--- config.mk ---
export PLATFORM = sky130hd
export DESIGN_NAME = usb11_xfer_ctrl
export DESIGN_NICKNAME = d
export VERILOG_FILES = /design/src/rtl/usb11_pkg.sv /design/src/rtl/usb11_xfer_ctrl.sv
export SDC_FILE = /design/constraint.sdc
export NUM_CORES = 1
export LEC_CHECK = 0
export ABC_AREA = 1
export CELL_PAD_IN_SITES_DETAIL_PLACEMENT = 0
export CELL_PAD_IN_SITES_GLOBAL_PLACEMENT = 1
export CORE_MARGIN = 8
export CORE_UTILIZATION = 33
export CTS_BUF_LIST = sky130_fd_sc_hd__clkbuf_4 sky130_fd_sc_hd__clkbuf_8
export DETAILED_ROUTE_END_ITERATION = 10
export PLACE_DENSITY = 0.92
export SYNTH_ARGS = -nofsm -noshare
export SYNTH_HDL_FRONTEND = slang
export SYNTH_SLANG_ARGS = --single-unit
--- constraint.sdc ---
create_clock -name clk_i -period 2.7 [get_ports clk_i]
set_input_delay 0.675 -clock clk_i [delete_from_list [all_inputs] [get_ports clk_i]]
set_output_delay 0.675 -clock clk_i [all_outputs]
set_load 0.005 [all_outputs]
--- src/rtl/usb11_pkg.sv ---
// usb11_pkg: register map, token/status bit positions and transfer FSM states shared with usb11_regs users
package usb11_pkg;
    localparam logic [3:0] ADDR_CTRL   = 4'd0;
    localparam logic [3:0] ADDR_LEN    = 4'd5;
    localparam logic [3:0] ADDR_TOKEN  = 4'd6;
    localparam logic [3:0] ADDR_RXSTAT = 4'd7;
    localparam logic [3:0] ADDR_FIFO   = 4'd8;

    localparam int TOK_GO   = 31;
    localparam int TOK_IN   = 30;
    localparam int TOK_RESP = 29;
    localparam int TOK_DT   = 28;

    localparam int ST_BUSY = 31;
    localparam int ST_CRC  = 30;
    localparam int ST_TMO  = 29;
    localparam int ST_DONE = 28;

    localparam logic [7:0] PID_NAK = 8'h5A;
    localparam logic [6:0] MAX_LEN = 7'd64;

    typedef enum logic [3:0] {
        IDLE, FLUSH, LOAD, LEN, TOKEN, WAIT, RXRD, RXOUT, DONE
    } state_e;

    function automatic logic [31:0] token_word(input logic in_b, input logic rsp_b, input logic dt_b,
                                               input logic [7:0] pid, input logic [6:0] dev,
                                               input logic [3:0] ep);
        logic [31:0] w;
        w           = '0;
        w[TOK_GO]   = 1'b1;
        w[TOK_IN]   = in_b;
        w[TOK_RESP] = rsp_b;
        w[TOK_DT]   = dt_b;
        w[23:16]    = pid;
        w[15:9]     = dev;
        w[8:5]      = ep;
        return w;
    endfunction
endpackage

--- src/rtl/usb11_xfer_ctrl.sv ---
// usb11_xfer_ctrl: sequences one USB 1.1 transfer (flush, load, token, status poll, IN drain) over the usb11_regs bus
//   clk_i, rst_i                     : clock, synchronous active-high reset
//   req_*                            : transfer request, latched when accepted in IDLE
//   tx_*                             : OUT payload bytes pushed into the TX FIFO
//   rx_*                             : IN payload bytes drained from the RX FIFO
//   done_o, resp_o, rx_cnt_o, err_o  : completion pulse; status {wdog, timeout, crc} held until next request
//   ctrl_cfg_i                       : control register image rewritten on every flush
//   m_*                              : register bus master, one single-cycle access per cycle at most
module usb11_xfer_ctrl
    import usb11_pkg::*;
#(
    parameter int          NAK_RETRIES = 3,
    parameter logic [15:0] WDOG_CYCLES = 16'd60000
) (
    input  logic        clk_i,
    input  logic        rst_i,
    input  logic        req_valid_i,
    output logic        req_ready_o,
    input  logic [7:0]  req_pid_i,
    input  logic [6:0]  req_dev_i,
    input  logic [3:0]  req_ep_i,
    input  logic        req_in_i,
    input  logic        req_resp_i,
    input  logic        req_dt_i,
    input  logic [6:0]  req_len_i,
    input  logic [7:0]  tx_data_i,
    input  logic        tx_valid_i,
    output logic        tx_ready_o,
    output logic [7:0]  rx_data_o,
    output logic        rx_valid_o,
    input  logic        rx_ready_i,
    output logic        done_o,
    output logic [7:0]  resp_o,
    output logic [6:0]  rx_cnt_o,
    output logic [2:0]  err_o,
    input  logic [7:0]  ctrl_cfg_i,
    output logic        m_sel_o,
    output logic [3:0]  m_addr_o,
    output logic [31:0] m_data_o,
    output logic        m_rd_o,
    output logic        m_wr_o,
    input  logic [31:0] m_data_i
);
    localparam logic [7:0] NAK_MAX = 8'(NAK_RETRIES);

    state_e      state_q, state_d;
    logic [7:0]  pid_q, pid_d;
    logic [6:0]  dev_q, dev_d;
    logic [3:0]  ep_q, ep_d;
    logic        in_q, in_d, rsp_q, rsp_d, dt_q, dt_d;
    logic [6:0]  len_q, len_d, idx_q, idx_d;
    logic [7:0]  retry_q, retry_d;
    logic [15:0] wdog_q, wdog_d;
    logic        first_q, first_d, ph_q, ph_d;
    logic [7:0]  rx_data_q, rx_data_d, resp_q, resp_d;
    logic [6:0]  rx_cnt_q, rx_cnt_d;
    logic [2:0]  err_q, err_d;
    logic        complete, nak_retry;
    logic [6:0]  st_cnt;
    logic        unused_ok;

    assign unused_ok = ^m_data_i[27:24];
    assign rx_data_o = rx_data_q;
    assign resp_o    = resp_q;
    assign rx_cnt_o  = rx_cnt_q;
    assign err_o     = err_q;
    assign m_sel_o   = m_rd_o | m_wr_o;

    always_comb begin
        state_d     = state_q;
        pid_d       = pid_q;
        dev_d       = dev_q;
        ep_d        = ep_q;
        in_d        = in_q;
        rsp_d       = rsp_q;
        dt_d        = dt_q;
        len_d       = len_q;
        idx_d       = idx_q;
        retry_d     = retry_q;
        wdog_d      = wdog_q;
        first_d     = first_q;
        ph_d        = ph_q;
        rx_data_d   = rx_data_q;
        resp_d      = resp_q;
        rx_cnt_d    = rx_cnt_q;
        err_d       = err_q;
        req_ready_o = 1'b0;
        tx_ready_o  = 1'b0;
        rx_valid_o  = 1'b0;
        done_o      = 1'b0;
        m_rd_o      = 1'b0;
        m_wr_o      = 1'b0;
        m_addr_o    = '0;
        m_data_o    = '0;
        // The status sampled in the first WAIT cycle answers no read of ours, so it is ignored.
        complete    = !first_q && !m_data_i[ST_BUSY] && m_data_i[ST_DONE];
        st_cnt      = (m_data_i[15:0] > 16'(MAX_LEN)) ? MAX_LEN : m_data_i[6:0];
        nak_retry   = in_q && m_data_i[23:16] == PID_NAK && !m_data_i[ST_CRC] && !m_data_i[ST_TMO]
                      && retry_q < NAK_MAX;
        unique case (state_q)
            IDLE: begin
                req_ready_o = 1'b1;
                if (req_valid_i) begin
                    pid_d    = req_pid_i;
                    dev_d    = req_dev_i;
                    ep_d     = req_ep_i;
                    in_d     = req_in_i;
                    rsp_d    = req_resp_i;
                    dt_d     = req_dt_i;
                    len_d    = (req_len_i > MAX_LEN) ? MAX_LEN : req_len_i;
                    retry_d  = '0;
                    resp_d   = '0;
                    rx_cnt_d = '0;
                    err_d    = '0;
                    state_d  = FLUSH;
                end
            end
            FLUSH: begin
                m_wr_o   = 1'b1;
                m_addr_o = ADDR_CTRL;
                m_data_o = {23'b0, 1'b1, ctrl_cfg_i};
                idx_d    = '0;
                state_d  = (!in_q && len_q != '0) ? LOAD : LEN;
            end
            LOAD: begin
                tx_ready_o = 1'b1;
                if (tx_valid_i) begin
                    m_wr_o   = 1'b1;
                    m_addr_o = ADDR_FIFO;
                    m_data_o = {24'b0, tx_data_i};
                    idx_d    = idx_q + 7'd1;
                    state_d  = (idx_q + 7'd1 == len_q) ? LEN : LOAD;
                end
            end
            LEN: begin
                m_wr_o   = 1'b1;
                m_addr_o = ADDR_LEN;
                m_data_o = {25'b0, len_q};
                state_d  = TOKEN;
            end
            TOKEN: begin
                m_wr_o   = 1'b1;
                m_addr_o = ADDR_TOKEN;
                m_data_o = token_word(in_q, rsp_q, dt_q, pid_q, dev_q, ep_q);
                wdog_d   = '0;
                first_d  = 1'b1;
                state_d  = WAIT;
            end
            WAIT: begin
                m_rd_o   = 1'b1;
                m_addr_o = ADDR_RXSTAT;
                first_d  = 1'b0;
                wdog_d   = wdog_q + 16'd1;
                if (complete) begin
                    resp_d   = m_data_i[23:16];
                    err_d    = {1'b0, m_data_i[ST_TMO], m_data_i[ST_CRC]};
                    rx_cnt_d = st_cnt;
                    idx_d    = '0;
                    retry_d  = nak_retry ? retry_q + 8'd1 : retry_q;
                    state_d  = nak_retry ? TOKEN : (in_q && st_cnt != '0) ? RXRD : DONE;
                end else if (wdog_q == WDOG_CYCLES - 16'd1) begin
                    err_d   = 3'b100;
                    state_d = DONE;
                end
            end
            RXRD: begin
                // Two phases: issue the FIFO read, then capture its data on the following cycle.
                m_rd_o    = !ph_q;
                m_addr_o  = ph_q ? 4'd0 : ADDR_FIFO;
                ph_d      = !ph_q;
                rx_data_d = ph_q ? m_data_i[7:0] : rx_data_q;
                state_d   = ph_q ? RXOUT : RXRD;
            end
            RXOUT: begin
                rx_valid_o = 1'b1;
                if (rx_ready_i) begin
                    idx_d   = idx_q + 7'd1;
                    state_d = (idx_q + 7'd1 < rx_cnt_q) ? RXRD : DONE;
                end
            end
            DONE: begin
                done_o  = 1'b1;
                state_d = IDLE;
            end
            default: state_d = IDLE;
        endcase
    end

    always_ff @(posedge clk_i) begin
        if (rst_i) begin
            state_q   <= IDLE;
            pid_q     <= '0;
            dev_q     <= '0;
            ep_q      <= '0;
            in_q      <= 1'b0;
            rsp_q     <= 1'b0;
            dt_q      <= 1'b0;
            len_q     <= '0;
            idx_q     <= '0;
            retry_q   <= '0;
            wdog_q    <= '0;
            first_q   <= 1'b0;
            ph_q      <= 1'b0;
            rx_data_q <= '0;
            resp_q    <= '0;
            rx_cnt_q  <= '0;
            err_q     <= '0;
        end else begin
            state_q   <= state_d;
            pid_q     <= pid_d;
            dev_q     <= dev_d;
            ep_q      <= ep_d;
            in_q      <= in_d;
            rsp_q     <= rsp_d;
            dt_q      <= dt_d;
            len_q     <= len_d;
            idx_q     <= idx_d;
            retry_q   <= retry_d;
            wdog_q    <= wdog_d;
            first_q   <= first_d;
            ph_q      <= ph_d;
            rx_data_q <= rx_data_d;
            resp_q    <= resp_d;
            rx_cnt_q  <= rx_cnt_d;
            err_q     <= err_d;
        end
    end
endmodule
# Word level (Yosys, flattened, before mapping)
# Index checks and enable logic that the tools add are counted.
[totals]
register_bits = 92
inputBits = 82
wordCells = 115
[classes]
n_addsub = 3
magnitude_cmp = 4
eq_ne = 17
muxes = 45
bitwise_logic = 1
n_reduce_logical = 28
[ops]
columns = ["cell", "count"]
rows = [
  ["32-bit case mux with 4 select lines", 1],
  ["7-bit two-way mux", 7],
  ["4-bit two-way mux", 10],
  ["8-bit two-way mux", 5],
  ["16-bit case mux with 2 select lines", 1],
  ["4-bit case mux with 8 select lines", 1],
  ["8-bit case mux with 2 select lines", 2],
  ["7-bit case mux with 4 select lines", 1],
  ["4-bit case mux with 5 select lines", 1],
  ["16-bit by 1-bit adder with 16-bit output (second input constant)", 1],
  ["16-bit equality test (second input constant)", 1],
  ["4-bit by 3-bit equality test with 1-bit output (second input constant)", 4],
  ["16-bit by 7-bit greater-than comparator with 1-bit output (second input constant)", 1],
  ["7-bit case mux with 2 select lines", 1],
  ["7-bit nonzero test", 2],
  ["4-bit AND reduction", 3],
  ["2-bit != test (second input constant)", 5],
  ["3-bit two-way mux", 3],
  ["8-bit by 1-bit adder with 8-bit output (second input constant)", 1],
  ["4-bit by 2-bit equality test with 1-bit output (second input constant)", 2],
  ["8-bit by 7-bit equality test with 1-bit output (second input constant)", 1],
  ["1-bit logical AND", 8],
  ["8-bit by 2-bit < comparator with 1-bit output (second input constant)", 1],
  ["1-bit two-way mux", 8],
  ["17 further kinds", 27],
]

# Longest topological paths before layout
[depth]
depth_word = 8
mapped_depth = 15

# Worst setup path after synthesis
# Ideal clock, no wire load.
[synth_path]
path_kind = "register to register"
from = "reg idx_q[0]"
to = "reg state_q[1]"
t_arrival_ns = 2.067
t_required_ns = 2.630
setup_slack_ns = 0.562
path_stages_with_launch = 15
n_path_buf = 0
period_less_slack_ns = 2.138
cell_sequence = "dfxtp_1 -> ha_1 -> nand4_1 -> nor2_1 -> xnor2_1 -> inv_1 -> ha_1 -> a21oi_1 -> o21a_1 -> nand2_1 -> o21ai_0 -> inv_1 -> nand3_1 -> nand2_1 -> a21oi_1"
[synth_via]
elab_chain_cells = 5
[synth_lines]
columns = ["element", "line_no", "rtl"]
rows = [
  ["start, declared", "usb11_xfer_ctrl.sv:51", "logic [6:0] len_q, len_d, idx_q, idx_d;"],
  ["start signal, assigned", "usb11_xfer_ctrl.sv:217", "idx_q <= idx_d;"],
  ["7-bit by 1-bit adder with 7-bit output", "usb11_xfer_ctrl.sv:178", "state_d = (idx_q + 7'd1 < rx_cnt_q) ? RXRD : DONE;"],
  ["7-bit < comparator", "usb11_xfer_ctrl.sv:178", ""],
  ["4-bit two-way mux", "usb11_xfer_ctrl.sv:178", ""],
  ["4-bit two-way mux", "usb11_xfer_ctrl.sv:176", "if (rx_ready_i) begin"],
  ["4-bit case mux with 8 select lines", "usb11_xfer_ctrl.sv:100", "unique case (state_q)"],
  ["end signal, assigned", "usb11_xfer_ctrl.sv:209", "state_q <= state_d;"],
  ["end, declared", "usb11_xfer_ctrl.sv:46", "state_e state_q, state_d;"],
]
# Every way passes these cells. The select of a mux whose other input is x is not followed.
# A chain may end at the register's enable or synchronous reset.

# Worst setup path after layout
[layout_path]
from = "in tx_valid_i"
to = "out m_wr_o"
[layout_via]
elab_chain_cells = 2
[layout_lines]
columns = ["element", "line_no", "rtl"]
rows = [
  ["start, declared", "usb11_xfer_ctrl.sv:27", "input logic tx_valid_i,"],
  ["1-bit two-way mux", "usb11_xfer_ctrl.sv:127", "if (tx_valid_i) begin"],
  ["1-bit case mux with 2 select lines", "usb11_xfer_ctrl.sv:100", ""],
  ["end, declared", "usb11_xfer_ctrl.sv:41", "output logic m_wr_o,"],
]
# Every way passes these cells.

==> metrics <==
Nets 893; global-route wire length before repair 22.68 mm; Critical Path Fanout Max 2; Chip Width 134.6 um; clock latency at the later pin of the worst-skew pair 0.37 ns; Yosys warning count 0; reg-to-reg startpoint idx_q[1]; Post-synth top flop dfxtp_1; clock tree buffer depth 2; reg-to-reg endpoint state_q[1]; vias per inst 4.756; Slew @ Worst Pin 0.7033 ns; wire per inst 14.35 um; ant diodes 0; flop2flop setup slack 0.29 ns; asr flop ratio synth 0%; total negative slack 0 ns; layout cells sized above 1 10.66%; FP Rows 43; TritonCTS Buffers 9; Power Total 0.004089 W; P&R area growth vs syn 42.30%; synthesized area 4641 um^2; Hold Crit Depth 2; first-iteration detailed-routing DRC count 219; leakage power 2.837 nW; CTS tree done; Initial Util 33.56%; detailed-route via count 4694; Remaining DRCs 0; Top cell by count, worst path clkdlybuf4s50_1; dpl ws -0.1540 ns; hpwl dp 10.77 mm; clk_skew 0.006969 ns; Max Clk Rate 0.3760 GHz; Clock transition at path regs 0.09 ns; final setup fails 0; status completed; Yosys cell types 51; vias in the first global route 4585; drt pass-1 iters 5; antenna violations before repair 0; # hold bufs at CTS 0; Final GP Congestion 0.8041; final hold viol count 0; Worst Path Required 2.03 ns; crit path max-delay cell type clkdlybuf4s50_1; Setup WS post-layout 0.04054 ns; Overall Global Routing Usage 15.61%; die area 18110 um^2; # fillers 1415; largest cells by area after synthesis dfxtp_1 (40%), nand2_1 (9.1%), inv_1 (6.8%), a21oi_1 (6.7%), nor2_1 (5.9%); largest area contributor in the netlist dfxtp_1; Period Utilization, post-route 98.50%; post-layout util 47.76%; most frequent cells in the layout clkdlybuf4s50_1 (113), nand2_1 (111), dfxtp_1 (88); Crit. End Element output port; Hold Slack 0.4457 ns; largest net degree at the start of global routing 50; hold wc startpoint retry_q[6]; startpoint types primary input; total grt overflow 0; R2R depth 14; Mapped Cells 648; min cycle time layout 2.659 ns; Max Cap Viol 0; Yosys top cell area share 39.69%; H-Tree Depth 3; ANT nets after route 0; peak supply drop 0.3623 mV; chip height 134.6 um; Post-synth EDFFs 0; CP Data Arrival Time 1.98 ns; critical path, cell by cell clkdlybuf4s50_1, nand2_1, buf_4, nand3_1, clkdlybuf4s50_1; clock tree sinks 92; commonest non-fill, non-tap cell in the layout clkdlybuf4s50_1; WS Path Type primary input to output port; root buffer cell clkbuf_8; hold path endpoint retry_q[6]; Rel. slew slack 53.06%; core area 13830 um^2; io pins 151; Worst Hold Class flop to flop; sequential area share after synthesis 39.69%; syn_area_per_cell 7.162 um^2; Synth Register Bits 92; critical path's largest stage delay 0.52 ns; final wirelength 14.16 mm; PortBufs 142; pwr dens 619.2 nW/um^2; final slew viol count 0
-- synth_stat cells (all sizes together), types with 4 or more instances --
cell type,number
o211ai,7
nor3,12
o22ai,8
ha,9
clkbuf,13
inv,91
o21ai,50
dfxtp,92
nand4,12
nand2,117
a211oi,7
nor2,86
a221oi,4
nand3,35
xor2,5
a21oi,63
buf,12
-- logic make-up after synthesis --
| kind of cell | count (synthesis) | share of synthesized area, % |
|---|---|---|
| and+or+nand+nor | 270 | 27.37 |
| buffers and inverters | 117 | 10.11 |
| DFF | 92 | 39.69 |
| xor gates and xnor gates | 7 | 1.321 |
| AOI/OAI and AO/OA | 152 | 19.01 |
| other | 1 | 0.08081 |
| adders and majority gates | 9 | 2.427 |
-- worst max-delay path: cells and delay by family --
| family | cells | cell delay, ns |
|---|---|---|
| buffers and inverters | 3 | 1.13 |
| and+or+nand+nor | 2 | 0.18 |
-- per-layer routing --
layer | up-vias | part of all wire, % | routed length (um) | track usage (%)
met4 | 0 | 0.90 | 127 | 4.117
met3 | 8 | 9.3 | 1319 | 6.426
met1 | 2099 | 46 | 6446 | 19.22
li1 | 2444 | - | - | -
met5 | - | 0 | 0 | 0
met2 | 143 | 44 | 6267 | 24.59
-- final cells by class --
cell class | instances | area (um^2) | share of cell area (%)
multi-input cells | 442 | 2371 | 35.90
flip-flops and latches | 92 | 1847 | 27.97
repair buffers | 165 | 1619 | 24.52
inverters | 92 | 354.1 | 5.362
well taps | 180 | 225.2 | 3.410
clock buffers | 13 | 166.4 | 2.520
clock inverters | 3 | 21.27 | 0.3221
-- sequential cells by signal, indices dropped and copies added, names as in the netlist, 3 cells and up --
register / cells
resp_o: 8
pid_q: 8
rx_data_o: 8
err_o: 3
retry_q: 8
dev_q: 7
ep_q: 4
rx_cnt_o: 7
len_q: 7
state_q: 4
wdog_q: 16
idx_q: 7
-- metrics by stage --
step                      instance area [um^2]  cells
after floorplan                           4652    651
after global placement                    6342    968
after detailed placement                  6342    968
after CTS                                 6548    986
after global routing                      6604    987
final                                     6604    987
-- power by group --
| group | total [W] | internal, W | switching, W |
|---|---|---|---|
| Combinational | 0.00156 | 0.000656 | 0.000905 |
| Sequential | 0.00162 | 0.00152 | 0.0000967 |
| Clock | 0.000910 | 0.000407 | 0.000503 |
-- worst max-delay path by stage --
| stage | slack, ns | start | end |
|---|---|---|---|
| after floorplan | 0.56 | idx_q[0] | state_q[1] |
| after global placement | -0.17 | tx_valid_i | m_data_o[5] |
| after detailed placement | -0.15 | tx_valid_i | m_data_o[5] |
| after CTS | 0.008 | state_q[2] | m_data_o[21] |
| after global routing | -0.004 | state_q[2] | m_rd_o |
| final | 0.04 | tx_valid_i | m_wr_o |
-- timing repair --
action	in CTS	in global routing
setup endpoints to repair	32	17
gates cloned	0	0
resized for setup	30	18
hold endpoints to repair	0	0
setup buffers	2	1
pin swaps	1	0
(Power assumes the default switching activity.)
